File: config.mk
export PLATFORM = sky130hd
export DESIGN_NAME = dfr_phase_sequencer
export DESIGN_NICKNAME = d
export VERILOG_FILES = /design/src/rtl/dfr_pkg.sv /design/src/rtl/dfr_step_counter.sv /design/src/rtl/dfr_phase_sequencer.sv
export SDC_FILE = /design/constraint.sdc
export NUM_CORES = 1
export LEC_CHECK = 0
export ABC_AREA = 1
export CAP_MARGIN = 20
export CORE_MARGIN = 2
export CORE_UTILIZATION = 60
export DETAILED_ROUTE_END_ITERATION = 7
export GPL_TIMING_DRIVEN = 0
export PLACE_DENSITY = 0.85
export SLEW_MARGIN = 20
export SYNTH_ARGS = -nofsm -noshare
export SYNTH_HDL_FRONTEND = slang
export SYNTH_SLANG_ARGS = --single-unit
File: constraint.sdc
create_clock -name S_AXI_ACLK -period 6 [get_ports S_AXI_ACLK]
set_input_delay 0.9 -clock S_AXI_ACLK [delete_from_list [all_inputs] [get_ports S_AXI_ACLK]]
set_output_delay 0.9 -clock S_AXI_ACLK [all_outputs]
set_load 0.01 [all_outputs]
File: src/rtl/dfr_pkg.sv
// Shared types for the DFR phase sequencer: FSM states, phase encodings,
// phase_en bit positions and the next-runnable-phase helper.
package dfr_pkg;

  localparam int NUM_PH   = 3;
  localparam int EN_INIT  = 0;
  localparam int EN_TRAIN = 1;
  localparam int EN_TEST  = 2;

  localparam logic [1:0] PH_IDLE  = 2'd0;
  localparam logic [1:0] PH_INIT  = 2'd1;
  localparam logic [1:0] PH_TRAIN = 2'd2;
  localparam logic [1:0] PH_TEST  = 2'd3;

  // Run states share their low bits with the phase encoding.
  typedef enum logic [2:0] {
    S_IDLE   = 3'd0,
    S_INIT   = 3'd1,
    S_TRAIN  = 3'd2,
    S_TEST   = 3'd3,
    S_FINISH = 3'd4
  } state_t;

  // First runnable phase with index >= from, or FINISH when none remain.
  function automatic state_t first_runnable(input logic [NUM_PH-1:0] runnable,
                                             input int from);
    first_runnable = S_FINISH;
    for (int i = NUM_PH - 1; i >= 0; i--)
      if (i >= from && runnable[i]) first_runnable = state_t'(3'(i + 1));
  endfunction

endpackage

File: src/rtl/dfr_step_counter.sv
// Up-counter with synchronous clear, enable, wrap at limit and a
// terminal-count flag that is high while count equals limit.
module dfr_step_counter #(
  parameter int W = 32
) (
  input  logic         clk,
  input  logic         rst,
  input  logic         load,
  input  logic         en,
  input  logic [W-1:0] limit,
  output logic         tc
);

  logic [W-1:0] count;

  assign tc = (count == limit);

  always_ff @(posedge clk) begin
    if (rst || load)  count <= '0;
    else if (en)      count <= tc ? '0 : count + 1'b1;
  end

endmodule

File: src/rtl/dfr_phase_sequencer.sv
// Walks the enabled INIT/TRAIN/TEST phases, issuing one step request per
// handshake with global step and per-phase sample addressing.
module dfr_phase_sequencer
  import dfr_pkg::*;
#(
  parameter int ADDR_WIDTH  = 16,
  parameter int COUNT_WIDTH = 32,
  parameter int NUM_PHASES  = 3
) (
  input  logic                   S_AXI_ACLK,
  input  logic                   rst,
  input  logic                   start,
  input  logic                   abort,
  input  logic [NUM_PHASES-1:0]  phase_en,
  input  logic [COUNT_WIDTH-1:0] num_init_steps,
  input  logic [COUNT_WIDTH-1:0] num_train_steps,
  input  logic [COUNT_WIDTH-1:0] num_test_steps,
  input  logic [COUNT_WIDTH-1:0] num_steps_per_sample,
  output logic                   step_valid,
  input  logic                   step_ready,
  output logic [ADDR_WIDTH-1:0]  step_addr,
  output logic [ADDR_WIDTH-1:0]  sample_addr,
  output logic                   sample_done,
  output logic [1:0]             phase,
  output logic                   busy,
  output logic                   done,
  output logic                   cfg_err
);

  state_t state, state_nx;

  logic [NUM_PHASES-1:0]  en_q;
  logic [COUNT_WIDTH-1:0] init_q, train_q, test_q, sps_q;
  logic [COUNT_WIDTH-1:0] phase_lim;
  logic [NUM_PHASES-1:0]  run_in, run_q;
  logic running, accept, hs, load, sample_tc, phase_tc;

  assign run_in = phase_en & {num_test_steps != '0, num_train_steps != '0,
                              num_init_steps != '0};
  assign run_q  = en_q & {test_q != '0, train_q != '0, init_q != '0};

  assign running = (state == S_INIT) || (state == S_TRAIN) || (state == S_TEST);
  assign accept  = (state == S_IDLE) && start && !abort &&
                   (num_steps_per_sample != '0);
  // abort wins over a coincident handshake: the step is dropped here.
  assign hs      = running && step_ready && !abort;
  assign load    = (state_nx != state);

  always_comb begin
    phase_lim = '0;
    case (state)
      S_INIT:  phase_lim = init_q - 1'b1;
      S_TRAIN: phase_lim = train_q - 1'b1;
      S_TEST:  phase_lim = test_q - 1'b1;
      default: phase_lim = '0;
    endcase
  end

  dfr_step_counter #(.W(COUNT_WIDTH)) u_sample_cnt (
    .clk   (S_AXI_ACLK),
    .rst   (rst),
    .load  (load),
    .en    (hs),
    .limit (sps_q - 1'b1),
    .tc    (sample_tc)
  );

  dfr_step_counter #(.W(COUNT_WIDTH)) u_phase_cnt (
    .clk   (S_AXI_ACLK),
    .rst   (rst),
    .load  (load),
    .en    (hs),
    .limit (phase_lim),
    .tc    (phase_tc)
  );

  always_ff @(posedge S_AXI_ACLK) begin
    if (rst) state <= S_IDLE;
    else     state <= state_nx;
  end

  always_comb begin
    state_nx    = state;
    step_valid  = 1'b0;
    sample_done = 1'b0;
    done        = 1'b0;
    busy        = (state != S_IDLE);
    phase       = PH_IDLE;
    case (state)
      S_IDLE: if (accept) state_nx = first_runnable(run_in, 0);
      S_INIT, S_TRAIN, S_TEST: begin
        step_valid  = 1'b1;
        phase       = state[1:0];
        sample_done = hs && sample_tc;
        if (abort)                 state_nx = S_IDLE;
        else if (hs && phase_tc)   state_nx = first_runnable(run_q, int'(state));
      end
      S_FINISH: begin
        done     = !abort;
        state_nx = S_IDLE;
      end
      default: state_nx = S_IDLE;
    endcase
  end

  always_ff @(posedge S_AXI_ACLK) begin
    if (rst) begin
      en_q    <= '0;
      init_q  <= '0;
      train_q <= '0;
      test_q  <= '0;
      sps_q   <= '0;
    end else if (accept) begin
      en_q    <= phase_en;
      init_q  <= num_init_steps;
      train_q <= num_train_steps;
      test_q  <= num_test_steps;
      sps_q   <= num_steps_per_sample;
    end
  end

  always_ff @(posedge S_AXI_ACLK) begin
    if (rst)
      cfg_err <= 1'b0;
    else if (state == S_IDLE && start && !abort)
      cfg_err <= (num_steps_per_sample == '0);
  end

  always_ff @(posedge S_AXI_ACLK) begin
    if (rst)         step_addr <= '0;
    else if (accept) step_addr <= '0;
    else if (hs)     step_addr <= step_addr + 1'b1;
  end

  // Phase entry (any state change) restarts sample numbering.
  always_ff @(posedge S_AXI_ACLK) begin
    if (rst)                  sample_addr <= '0;
    else if (load)            sample_addr <= '0;
    else if (hs && sample_tc) sample_addr <= sample_addr + 1'b1;
  end

endmodule

# --- Word level (Yosys, flattened, before mapping) ---
# Index checks and enable logic that the tools add are counted.
# Widths: inputs -> output; s select.
word_totals:
  ff_bits: 231
  inputBits: 136
  out_inout_bits: 39
  word_cells: 75
op_classes:
  n_addsub: 8
  n_lt_le_gt_ge: 3
  eq_ne: 7
  muxes: 17
  n_bitwise: 2
  reduce_logical: 27
op_table:
  columns: ["operator", "n"]
  rows:
  - ["$reduce_bool 32->1", 7]
  - ["$sub 32x1->32 const B", 4]
  - ["$pmux 32 s3", 1]
  - ["$add 32x1->32 const B", 2]
  - ["$eq 32x32->1", 2]
  - ["$mux 32", 2]
  - ["$add 16x1->16 const B", 2]
  - ["$logic_not 32->1", 1]
  - ["$mux 3", 9]
  - ["$logic_and 1x1->1", 10]
  - ["$and 3x3->3", 2]
  - ["$eq 3x2->1 const B", 2]
  - ["$ge 1x3->1 const A", 2]
  - ["$pmux 3 s2", 1]
  - ["$reduce_or 2->1", 2]
  - ["$eq 3x1->1 const B", 1]
  - ["$eq 3x3->1 const B", 1]
  - ["$ge 2x3->1 const A", 1]
  - ["$logic_not 3->1", 1]
  - ["$logic_or 1x1->1", 3]
  - ["$mux 1", 3]
  - ["$ne 3x3->1", 1]
  - ["$reduce_bool 3->1", 1]
  - ["$reduce_or 3->1", 1]
  - ["other kinds (2)", 2]

# --- Depth between registers and ports, before layout ---
depth:
  depth_word: 11
  depth_mapped: 30
  ltp_nobuf: 28

# --- Modules after synthesis ---
# A second synthesis with hierarchy kept.
unflattened:
  cells_unflattened: 2108
  hier_area_um2: 13701.9
modules_own_cells:
  columns: ["mod", "n_inst", "cells_per_inst", "area_per_inst_um2", "seq_area_each_um2"]
  rows:
  - ["dfr_phase_sequencer", 1, 1398, 9207.6, 3323.2]
  - ["dfr_step_counter", 2, 355, 2247.2, 640.6]

# --- Least setup slack after synthesis ---
# No wires, ideal clock.
synth_timing:
  path_kind: "register to output"
  start: "reg sps_q[0]"
  end: "out sample_done"
  arrival_time_ps: 2572
  required_ps: 5100
  path_slack_ps: 2528
  stages_incl_launch_ff: 17
  n_path_buf: 0
  cell_sequence: "dfxtp_1 -> inv_1 -> ha_1 -> nand3_1 -> nor2_1 -> nand2_1 -> nor3_1 -> nand2_1 -> inv_1 -> nand3_1 -> nor2_1 -> nand2_1 -> nor2_1 -> nand2_1 -> xor2_1 -> nand4_1 -> nor4_1"
synth_between:
  elab_chain_len: 4
synth_rtl:
  columns: ["element", "line_no", "text"]
  rows:
  - ["start: declaration", "dfr_phase_sequencer.sv:33", "logic [COUNT_WIDTH-1:0] init_q, train_q, test_q, sps_q;"]
  - ["start signal: assignment", "dfr_phase_sequencer.sv:118", "sps_q <= num_steps_per_sample;"]
  - ["$sub 32x1->32", "dfr_phase_sequencer.sv:64", ".limit (sps_q - 1'b1),"]
  - ["$eq 32x32->1", "dfr_step_counter.sv:16", "assign tc = (count == limit);"]
  - ["$logic_and 1x1->1", "dfr_phase_sequencer.sv:94", "sample_done = hs && sample_tc;"]
  - ["$mux 1", "dfr_phase_sequencer.sv:89", "case (state)"]
  - ["end: declaration", "dfr_phase_sequencer.sv:23", "output logic sample_done,"]
# No other way between the ends.

# --- Worst setup path in the final report ---
# Same ends and word-level chain as after synthesis.

==> tab_implementation.tex <==
\begin{tabular}{lr}
\hline
Metric & Value \\
\hline
\multicolumn{2}{l}{\textbf{Run status}} \\
\quad Outcome & finished, final reports clean \\
\multicolumn{2}{l}{\textbf{STA}} \\
\quad Count of pins over their slew limit & 0 \\
\quad Final hold violation count & 0 \\
\quad Layout Skew & 0.0170 ns \\
\quad Hold slack & 0.474 ns \\
\quad Final-report setup violation count & 0 \\
\quad Fin crit share & 86.7\% \\
\quad Total negative slack & 0 ns \\
\quad Unrepaired setup endpoints after global routing & false \\
\quad Max-slew headroom & 29.6\% \\
\quad Worst Max-Slew Pin Slew & 1.05 ns \\
\quad Maximum operating frequency & 192 MHz \\
\quad Clock period minus worst slack & 5.20 ns \\
\multicolumn{2}{l}{\textbf{Power and ir drop}} \\
\quad Internal Power & 3.05 mW \\
\quad Proportion of power drawn by the clock network & 42.3\% \\
\quad Part of the power in registers & 37.9\% \\
\quad Part of the total power dissipated in combinational logic & 19.8\% \\
\quad PD cells & 240 nW/um2 \\
\quad Share of total power consumed by net switching & 29.1\% \\
\quad Switching Power & 1.25 mW \\
\quad Leakage Power & 7.10 nW \\
\quad Max VDD drop & 234 uV \\
\multicolumn{2}{l}{\textbf{Synth}} \\
\quad Total of flip-flops plus latches after synthesis & 231 \\
\quad FFs w/ async S/R, synth & 0\% \\
\quad Post-synth cell types & 48 \\
\quad Dominant cells by area after synthesis & sky130\_fd\_sc\_hd\_\_dfxtp\_1 (31\%), sky130\_fd\_sc\_hd\_\_nand2\_1 (16\%), sky130\_fd\_sc\_hd\_\_nand3\_1 (5.9\%), sky130\_fd\_sc\_hd\_\_nor2\_1 (5.9\%), sky130\_fd\_sc\_hd\_\_nor3\_2 (5.7\%) \\
\quad Area leader, netlist & sky130\_fd\_sc\_hd\_\_dfxtp\_1 \\
\quad Count of yosys warnings during synthesis & 0 \\
\quad Most used standard cell by instance count after synthesis & sky130\_fd\_sc\_hd\_\_nand2\_1 \\
\quad Net count after synthesis & 2408 \\
\quad Sequential fraction of the synthesis area & 31.2\% \\
\quad Flip-flop cell with the highest count after synthesis & sky130\_fd\_sc\_hd\_\_dfxtp\_1 \\
\quad Portion of synthesized cell area occupied by the leading cell type & 31.2\% \\
\quad Top cells by instance count after synthesis & sky130\_fd\_sc\_hd\_\_nand2\_1 (630), sky130\_fd\_sc\_hd\_\_nor2\_1 (233), sky130\_fd\_sc\_hd\_\_dfxtp\_1 (231) \\
\quad Count of flip-flops with a built-in enable after synthesis & 0 \\
\quad Avg Inst Size Synth & 6.54 um2 \\
\quad Synthesized cell area & 14800 um2 \\
\quad Number of instances in the synthesized netlist & 2266 \\
\multicolumn{2}{l}{\textbf{CTS}} \\
\quad CTS tree & done \\
\quad Clock transition at the registers of the reported paths & 0.06 ns \\
\quad Post-CTS Resized & 0 \\
\quad \# H-tree levels & 1 \\
\quad Hold buffers post-CTS & 0 \\
\quad Clk Latency, worst-skew pair & 0.54 ns \\
\quad Inserted Clock Buffers & 26 \\
\quad Deepest clock path buffer count & 3 \\
\quad CTS root buffer & sky130\_fd\_sc\_hd\_\_clkbuf\_16 \\
\quad \# clock sinks & 231 \\
\quad Number of buffers inserted to repair setup after CTS & 0 \\
\multicolumn{2}{l}{\textbf{Worst setup path}} \\
\quad Count of cells along the worst register-to-register path & 29 \\
\quad Max stage delay on crit path & 0.61 ns \\
\quad Required arrival time at the worst endpoint & 5.10 ns \\
\quad Buffer and inverter count on the worst path & 3 \\
\quad Highest net fanout along the worst path & 4 \\
\quad Crit path DAT & 4.30 ns \\
\quad Reg-to-Reg End & sample\_addr[6]\$\_SDFFE\_PP0P\_ \\
\quad Element type at the critical path end & output pin \\
\quad Startpoint of the lowest-slack register-to-register path & state[2]\$\_SDFF\_PP0\_ \\
\quad Cell at the slowest stage of the critical path & sky130\_fd\_sc\_hd\_\_clkdlybuf4s50\_1 \\
\quad Type of the setup path with the least slack & reg -> out \\
\quad Critical path, cell by cell & inv\_1 > ha\_1 > nand3\_1 > nor2\_1 > nand2\_1 > nor3\_1 > nand2\_1 > inv\_1 > nand3\_1 > nor2\_1 > nand2\_1 > nor2\_1 > nand2\_1 > xor2\_1 > nand4\_1 > nor4\_1 > clkdlybuf4s50\_1 \\
\quad Setup slack of the worst register-to-register path & 1.55 ns \\
\quad Worst Setup Start Kind & flip-flop \\
\quad Critical path's top delay family & simple AND/OR/NAND/NOR gates \\
\quad Most Frequent Cell on Critical Path & sky130\_fd\_sc\_hd\_\_nand2\_1 \\
\multicolumn{2}{l}{\textbf{Hold path}} \\
\quad End of the worst hold path & en\_q[1]\$\_SDFFE\_PP0P\_ \\
\quad Worst Hold Class & reg -> reg \\
\quad Worst hold path cell count & 2 \\
\quad Startpoint of the tightest hold check path & en\_q[1]\$\_SDFFE\_PP0P\_ \\
\multicolumn{2}{l}{\textbf{Placed design}} \\
\quad Last weighted congestion value of the routability-driven placer & 1.00 \\
\quad Post-DP HPWL & 39.7 mm \\
\quad PortBufs & 173 \\
\multicolumn{2}{l}{\textbf{Finish}} \\
\quad Layout fillers & 2022 \\
\quad Final \#Nets & 2609 \\
\quad Synth-to-layout area growth & 21.1\% \\
\quad Area taken by multi-input logic gates & 8860 um2 \\
\quad Ratio of cells with drive above 1 in the final layout & 9.45\% \\
\quad Antenna diodes & 0 \\
\quad Flip-flop and latch area & 4620 um2 \\
\multicolumn{2}{l}{\textbf{Routing}} \\
\quad First DRT Iteration DRCs & 1672 \\
\quad Number of iterations in the first detailed-routing pass & 5 \\
\quad Post-route ant nets & 0 \\
\quad Routed wire length & 50.7 mm \\
\quad Routed via count divided by cell count & 5.89 \\
\quad Mean routed wirelength per cell & 18.0 um \\
\quad Total number of vias & 16545 \\
\quad Count of unresolved DRC violations after routing & 0 \\
\multicolumn{2}{l}{\textbf{Floorplan}} \\
\quad Standard-cell row count & 57 \\
\quad Total Die Area & 26000 um2 \\
\quad Die span in y & 161 um \\
\quad Initial standard-cell utilization of the core & 61.1\% \\
\quad Number of top-level design ports & 175 \\
\quad Floorplan Core Area & 24200 um2 \\
\quad Die boundary width & 161 um \\
\multicolumn{2}{l}{\textbf{Global route}} \\
\quad Largest net degree at the start of global routing & 14 \\
\quad Global-route congestion overflow total & 0 \\
\quad Vias in the first global route & 15908 \\
\quad Overall global routing resource usage & 38.2\% \\
\quad Global-route wire length before repair & 80.0 mm \\
\quad Number of antenna violations at the first check in global routing & 0 \\
\multicolumn{2}{l}{\textbf{Run}} \\
\quad Maximum capacitance violations & 0 \\
\hline
\end{tabular}
worst max path at each step:
stage	to	cells after the start	start
2_1_floorplan	sample_done	16	sps_q[0]$_SDFFE_PP0P_
3_3_place_gp	sample_done	17	sps_q[0]$_SDFFE_PP0P_
3_5_place_dp	sample_done	17	sps_q[0]$_SDFFE_PP0P_
4_1_cts	sample_done	17	sps_q[0]$_SDFFE_PP0P_
5_1_grt	sample_done	17	sps_q[0]$_SDFFE_PP0P_
6_report	sample_done	17	sps_q[0]$_SDFFE_PP0P_
stage by stage:
stage / setup slack [ns] / cell area, um2 / util, % / instances / power (mW)
after floorplan: 2.53 / 14800 / - / 2266 / 2.19
after CTS: 0.794 / 17900 / 74.0 / 2810 / 4.28
final: 0.800 / 17900 / 74.0 / 2810 / 4.30
after global routing: 0.458 / 17900 / 74.0 / 2810 / 4.45
after detailed placement: 1.37 / 17000 / 69.9 / 2763 / 2.49
after global placement: 1.45 / 17000 / 69.9 / 2763 / 2.48
power by group through the flow:
stage | registers, mW | clock network [mW] | logic (mW)
2_1_floorplan | 1.65 | 0 | 0.546
3_3_place_gp | 1.66 | 0 | 0.816
3_5_place_dp | 1.66 | 0 | 0.826
4_1_cts | 1.63 | 1.82 | 0.834
5_1_grt | 1.64 | 1.88 | 0.934
6_report | 1.63 | 1.82 | 0.853
final cells by class:
type	count	share of cell area, %
buffer	88	2.61
clock buffer	36	4.35
clock inverter	11	1.16
inverter	229	4.80
multi-input combinational	1718	49.4
sequential	231	25.8
tap	324	2.26
timing repair buffer	173	9.65
kinds of logic after synthesis:
| group | synth area share [%] |
|---|---|
| simple gates | 45.4 |
| fa+ha+maj | 0.507 |
| buf+inv | 8.97 |
| xor+xnor | 5.61 |
| flops | 31.2 |
| compound gates | 8.27 |
state kept, by name (all words and copies together) (netlist names):
signal and flops:
u_sample_cnt.count 32, step_addr 16, u_phase_cnt.count 32, en_q 3, sps_q 32, state 3
test_q 32, init_q 32, cfg_err 1, train_q 32, sample_addr 16
cell usage in the layout, fill, tap and decap left out, types with 49 or more instances in the layout:
master,netlist,routed
sky130_fd_sc_hd__a21oi_1,118,118
sky130_fd_sc_hd__clkbuf_1,47,49
sky130_fd_sc_hd__clkdlybuf4s50_1,0,173
sky130_fd_sc_hd__dfxtp_1,231,231
sky130_fd_sc_hd__inv_1,218,218
sky130_fd_sc_hd__nand2_1,630,630
sky130_fd_sc_hd__nand3_1,176,176
sky130_fd_sc_hd__nand4_1,80,80
sky130_fd_sc_hd__nor2_1,233,233
sky130_fd_sc_hd__nor3_2,84,84
sky130_fd_sc_hd__nor4_1,70,70
sky130_fd_sc_hd__xor2_1,70,70
routing by layer:
| layer | wire [um] | share of wire, % | GRT usage, % |
|---|---|---|---|
| met1 | 19600 | 39 | 46.8 |
| met2 | 23500 | 46 | 64.8 |
| met3 | 4220 | 8.3 | 4.78 |
| met4 | 3330 | 6.6 | 22.4 |
| met5 | 0 | 0 | 0 |
tightest hold or removal path: stages, from the launching register on:
cell and delay, ns:
sky130_fd_sc_hd__dfxtp_1 0.30, sky130_fd_sc_hd__inv_1 0.06, sky130_fd_sc_hd__a211oi_1 0.06
No activity file was read; power rests on OpenSTA's default activity.
